<file path="config.mk">
export PLATFORM = sky130hd
export DESIGN_NAME = seg7_mux_driver_flat
export DESIGN_NICKNAME = d
export VERILOG_FILES = /design/src/rtl/seg7_mux_driver_if.sv /design/src/rtl/seg7_mux_driver.sv /design/src/flat_wrapper.sv
export SDC_FILE = /design/constraint.sdc
export NUM_CORES = 1
export LEC_CHECK = 0
export BUFFER_PORTS_ARGS = -buffer_cell sky130_fd_sc_hd__buf_4
export CAP_MARGIN = 0
export CORE_ASPECT_RATIO = 1.4
export CORE_UTILIZATION = 28
export CTS_BUF_LIST = sky130_fd_sc_hd__clkbuf_8
export DETAILED_ROUTE_END_ITERATION = 8
export SLEW_MARGIN = 40
export SYNTH_ARGS = -nofsm -noshare
export SYNTH_HDL_FRONTEND = slang
export SYNTH_SLANG_ARGS = --single-unit
</file>
<file path="constraint.sdc">
create_clock -name clk -period 3.6 [get_ports clk]
set_input_delay 0.36 -clock clk [delete_from_list [all_inputs] [get_ports clk]]
set_output_delay 0.36 -clock clk [all_outputs]
set_load 0.005 [all_outputs]
</file>
<file path="src/rtl/seg7_mux_driver_if.sv">
// Digit-value and display-pin bundle between the datapath and the 7-segment scan driver.
// The master side supplies digit codes and requests; the slave side drives the pins.
interface seg7_mux_driver_if #(
   parameter int unsigned NDIG = 4
);
   logic [4*NDIG-1:0] val;
   logic [NDIG-1:0]   dp_in;
   logic [NDIG-1:0]   blank_in;
   logic              load;
   logic [6:0]        seg;
   logic              dp;
   logic [NDIG-1:0]   an;

   modport master (
      output val, dp_in, blank_in, load,
      input  seg, dp, an
   );

   modport slave (
      input  val, dp_in, blank_in, load,
      output seg, dp, an
   );
endinterface

</file>
<file path="src/rtl/seg7_mux_driver.sv">
// Round-robin 7-segment scan driver.
// Each digit slot is one blank cycle followed by DIV-1 drive cycles; outputs are registered with polarity applied last.
module seg7_mux_driver #(
   parameter int unsigned NDIG       = 4,
   parameter int unsigned DIV        = 50000,
   parameter int unsigned ACTIVE_LOW = 1,
   parameter int unsigned HEX_MODE   = 0
) (
   input logic              clk,
   input logic              reset,
   seg7_mux_driver_if.slave bus
);
   localparam int unsigned CW  = (DIV > 1) ? $clog2(DIV) : 1;
   localparam int unsigned IW  = (NDIG > 1) ? $clog2(NDIG) : 1;
   localparam logic        POL = (ACTIVE_LOW != 0);

   logic [CW-1:0]     r_cnt;
   logic [IW-1:0]     r_idx;
   logic [4*NDIG-1:0] r_sh_val;
   logic [NDIG-1:0]   r_sh_dp;
   logic [NDIG-1:0]   r_sh_blank;
   logic [6:0]        r_seg;
   logic              r_dp;
   logic [NDIG-1:0]   r_an;

   logic              w_wrap;
   logic              w_drive;
   logic [3:0]        w_code;
   logic              w_dp;
   logic              w_blk;
   logic [NDIG-1:0]   w_an;
   logic [6:0]        w_seg;

   // Active-high abcdefg pattern for one digit code
   function automatic logic [6:0] decode(input logic [3:0] code);
      logic [6:0] s;
      case (code)
         4'd0:    s = 7'b1111110;
         4'd1:    s = 7'b0110000;
         4'd2:    s = 7'b1101101;
         4'd3:    s = 7'b1111001;
         4'd4:    s = 7'b0110011;
         4'd5:    s = 7'b1011011;
         4'd6:    s = 7'b1011111;
         4'd7:    s = 7'b1110000;
         4'd8:    s = 7'b1111111;
         4'd9:    s = 7'b1110011;
         4'd10:   s = (HEX_MODE != 0) ? 7'b1110111 : 7'b0110111;
         4'd11:   s = (HEX_MODE != 0) ? 7'b0011111 : 7'b0110111;
         4'd12:   s = (HEX_MODE != 0) ? 7'b1001110 : 7'b0110111;
         4'd13:   s = (HEX_MODE != 0) ? 7'b0111101 : 7'b0110111;
         4'd14:   s = (HEX_MODE != 0) ? 7'b1001111 : 7'b0110111;
         default: s = (HEX_MODE != 0) ? 7'b1000111 : 7'b0110111;
      endcase
      return s;
   endfunction

   assign w_wrap  = (r_cnt == CW'(DIV - 1));
   assign w_drive = (r_cnt != '0);

   // Prescaler and digit index
   always_ff @(posedge clk or posedge reset) begin
      if (reset) begin
         r_cnt <= '0;
         r_idx <= '0;
      end else if (w_wrap) begin
         r_cnt <= '0;
         r_idx <= (r_idx == IW'(NDIG - 1)) ? '0 : r_idx + IW'(1);
      end else begin
         r_cnt <= r_cnt + CW'(1);
      end
   end

   // Shadow copies of the digit request, taken on load
   always_ff @(posedge clk or posedge reset) begin
      if (reset) begin
         r_sh_val   <= '0;
         r_sh_dp    <= '0;
         r_sh_blank <= '0;
      end else if (bus.load) begin
         r_sh_val   <= bus.val;
         r_sh_dp    <= bus.dp_in;
         r_sh_blank <= bus.blank_in;
      end
   end

   // Select the current digit's shadow fields and its one-hot enable
   always_comb begin
      w_code = '0;
      w_dp   = 1'b0;
      w_blk  = 1'b0;
      w_an   = '0;
      for (int i = 0; i < int'(NDIG); i++) begin
         if (r_idx == IW'(i)) begin
            w_code  = r_sh_val[4*i +: 4];
            w_dp    = r_sh_dp[i];
            w_blk   = r_sh_blank[i];
            w_an[i] = 1'b1;
         end
      end
      w_seg = decode(w_code);
   end

   // Output register; logic is active-high until the final polarity XOR
   always_ff @(posedge clk or posedge reset) begin
      if (reset) begin
         r_seg <= {7{POL}};
         r_dp  <= POL;
         r_an  <= {NDIG{POL}};
      end else begin
         r_seg <= ((w_drive && !w_blk) ? w_seg : 7'h00) ^ {7{POL}};
         r_dp  <= (w_drive && !w_blk && w_dp) ^ POL;
         r_an  <= (w_drive ? w_an : {NDIG{1'b0}}) ^ {NDIG{POL}};
      end
   end

   assign bus.seg = r_seg;
   assign bus.dp  = r_dp;
   assign bus.an  = r_an;
endmodule

</file>
<file path="src/flat_wrapper.sv">
// flat-port wrapper written by rule: the top's interface ports become plain ports
module seg7_mux_driver_flat 
#(
   parameter int unsigned NDIG       = 4,
   parameter int unsigned DIV        = 50000,
   parameter int unsigned ACTIVE_LOW = 1,
   parameter int unsigned HEX_MODE   = 0
)
  (clk, reset, bus_val, bus_dp_in, bus_blank_in, bus_load, bus_seg, bus_dp, bus_an);
  seg7_mux_driver_if #(.NDIG(NDIG)) bus_i ();
  input logic clk;
  input logic reset;
  input wire logic [$bits(bus_i.val)-1:0] bus_val;
  input wire logic [$bits(bus_i.dp_in)-1:0] bus_dp_in;
  input wire logic [$bits(bus_i.blank_in)-1:0] bus_blank_in;
  input wire logic [$bits(bus_i.load)-1:0] bus_load;
  output wire logic [$bits(bus_i.seg)-1:0] bus_seg;
  output wire logic [$bits(bus_i.dp)-1:0] bus_dp;
  output wire logic [$bits(bus_i.an)-1:0] bus_an;
  assign bus_i.val = bus_val;
  assign bus_i.dp_in = bus_dp_in;
  assign bus_i.blank_in = bus_blank_in;
  assign bus_i.load = bus_load;
  assign bus_seg = bus_i.seg;
  assign bus_dp = bus_i.dp;
  assign bus_an = bus_i.an;
  seg7_mux_driver #(.NDIG(NDIG), .DIV(DIV), .ACTIVE_LOW(ACTIVE_LOW), .HEX_MODE(HEX_MODE)) u_core (.clk(clk), .reset(reset), .bus(bus_i));
endmodule
</file>
==> flow_summary.toml <==
[clock_network]
cts_buffer_depth = 2
clk-insertion-delay-late_ns = 0.30
ctsHoldBuffers = 0
cts_tree = "done"
numCtsBuffers = 5
cts-root-buf = "clkbuf_8"
cts_resized = 0
cts.sinks = 54
postCtsSetupBuffers = 0
htreeDepth = 2
path_clk_slew_ns = 0.09

[timing]
setup_viol_count_final = 0
fmax_mhz = 458
worst_pin_slew_ns = 0.719
fin_skew_ns = 0.00782
hold_violations = 0
fin_setup_tns_ns = 0
slew_viol_final = 0
min_period_ns = 2.18
rsz0062_at_grt = "false"
slew_headroom_pct = 51.7
period_share_pct = 60.6

[final_layout]
fin_area_um2 = 3000
drive_gt1_share_pct = 37.5
fill_cells = 886
n_antenna_cell = 0
layout_common_cells = "dfrtp_1, buf_4, mux2_2"
fin_nets = 287
mostFrequentLayoutCell = "dfrtp_1"
syn_to_final_growth_pct = 19.1

[critical_path]
cp.arrival_ns = 2.41
reg2reg_to = "u_core.bus.seg[0]"
r2r_cells = 9
critical_path.endpoint_type = "register"
worstPathMaxFanout = 9
rr_startpoint = "u_core.r_idx[1]"
slowest_stage = "dfrtp_1"
cp-endpoint = "u_core.bus.seg[0]"
crit_required_ns = 3.83
reg2reg_slack_ns = 1.42
startpoint_type = "register"
max_stage_delay_ns = 0.42
criticalPathCategory = "reg -> reg"
path_cells = "inv_1 > ha_1 > nor2b_4 > a221oi_1 > or2_2 > inv_1 > ha_1 > o21ai_0 > o21ai_0"
crit_start = "u_core.r_idx[1]"

[power]
vdd.ir_drop.worst_uv = 178
p_leak_nw = 1.35
totalPowerFinal_mw = 1.15
power.density_nw_per_um2 = 384

[grt]
grt_pass1_wl_um = 8190
track_usage_pct = 11.7
grt-ovfl-total = 0
antenna_found_initial = 0
grt_pass1_vias = 1692
grt_max_degree = 34

[synthesis]
ys_seq_elements = 54
ys.flop_type = "dfrtp_1"
synth_area_per_cell_um2 = 11.9
synth_edf_count = 0
synthArstFlopShare_pct = 100
yosysSeqAreaShare_pct = 54.2
synth_area_um2 = 2520
yosys_warnings = 0
synth_fp_nets = 248
synth.distinct_cells = 47
synth_cells = 211

[route]
num_vias = 1673
drc = 0
drtIter0Drc = 115
ant_nets = 0
drtPass1Iterations = 4
wire_per_inst_um = 14.0
vias_per_cell = 4.70
wirelength_um = 5000

[placement]
io_buffers = 38
placed_cell_area_um2 = 2910
gp_congestion = 0.779
place_hpwl_um = 3860

[floorplan]
core_um2 = 8660
dieArea_um2 = 9380
pin_count = 39
die_h_um = 114
initial_core_util_pct = 29.1
core.rowCount = 40
die_w_um = 82.2

[min_path]
timing.hold.worst.class = "in -> async"

[run]
max-cap-violations = 0

[status]
outcome = "finished, final reports clean"
metal layers:
metal  up-vias  track usage (%)  part of all wire (%)
met5         -                0                     0
met4         0             3.86                   1.0
met3         5             2.47                   3.2
met2        28             21.2                    55
met1       830             13.4                    41
li1        810                -                     -
cell usage after synthesis, drive strengths merged (2+ instances only):
cell type	n	share of area [%]
and3	2	0.50
o22ai	3	0.75
xor2	8	2.8
or2	2	0.50
nand2	18	2.8
nand2b	2	0.50
dfstp	12	13
inv	9	1.3
nor3b	2	0.60
clkbuf	3	0.45
nand3	9	1.8
ha	10	5.0
nand4	4	0.99
nor2	15	2.2
a221oi	4	1.6
mux2	24	11
nor3	3	0.60
nor2b	3	1.0
xnor2	5	1.7
o21ai	8	1.7
nor4	3	1.6
nand3b	2	0.60
dfrtp	42	42
buf	4	1.0
per-stage QoR:
step	hold WS [ns]	utilization [%]	setup slack [ns]	std cells
floorplan	0.468	-	1.65	211
global placement	0.495	33.6	1.49	348
detailed placement	0.497	33.6	1.41	348
CTS	0.200	34.7	1.41	356
global route	0.220	34.7	1.21	356
finish	0.174	34.7	1.42	356
report_power, final:
group / internal (mW) / switching (mW)
clock network: 0.155 / 0.188
registers: 0.654 / 0.0210
logic: 0.0766 / 0.0581
total: 0.885 / 0.267
cells by family after synthesis:
group | count (synthesis) | share of synthesized area (%)
buffers and inverters | 16 | 2.83
and+or+nand+nor | 68 | 14.6
xor gates and xnor gates | 13 | 4.52
DFF | 54 | 54.2
AOI/OAI and AO/OA | 25 | 7.70
adders and majority gates | 10 | 4.97
muxes | 25 | 11.1
sequential cells by signal, indices dropped and copies added, names as in the netlist:
signal / cells
u_core.r_idx: 2
u_core.bus.dp: 1
u_core.r_sh_dp: 4
u_core.r_sh_blank: 4
u_core.bus.seg: 7
u_core.bus.an: 4
u_core.r_cnt: 16
u_core.r_sh_val: 16
final cells by class:
class	instances	area [um2]	share of cell area [%]
Clock buffer	6	82.6	2.75
Clock inverter	2	12.5	0.417
Inverter	9	33.8	1.13
Multi-Input combinational cell	141	1080	36.0
Sequential cell	54	1370	45.5
Tap cell	105	131	4.38
Timing Repair Buffer	39	293	9.76
critical path: cells and delay by family, from the launching register on:
| family | cells | cell delay, ns |
|---|---|---|
| flip-flops | 1 | 0.42 |
| buffers and inverters | 2 | 0.18 |
| AND/OR/NAND/NOR | 2 | 0.32 |
| adder cells (fa/ha/maj) | 2 | 0.57 |
| AO/OA/AOI/OAI | 3 | 0.63 |
worst min-delay path by stage:
stage	start	end	depth (start not counted)
after detailed placement	u_core.r_cnt[10]	u_core.r_cnt[10]	1
after floorplan	u_core.r_cnt[10]	u_core.r_cnt[10]	1
after CTS	reset	u_core.r_cnt[13]	2
after global routing	reset	u_core.r_cnt[14]	2
after global placement	u_core.r_cnt[10]	u_core.r_cnt[10]	1
final	reset	u_core.r_cnt[14]	2
No activity file was read; power rests on OpenSTA's default activity.
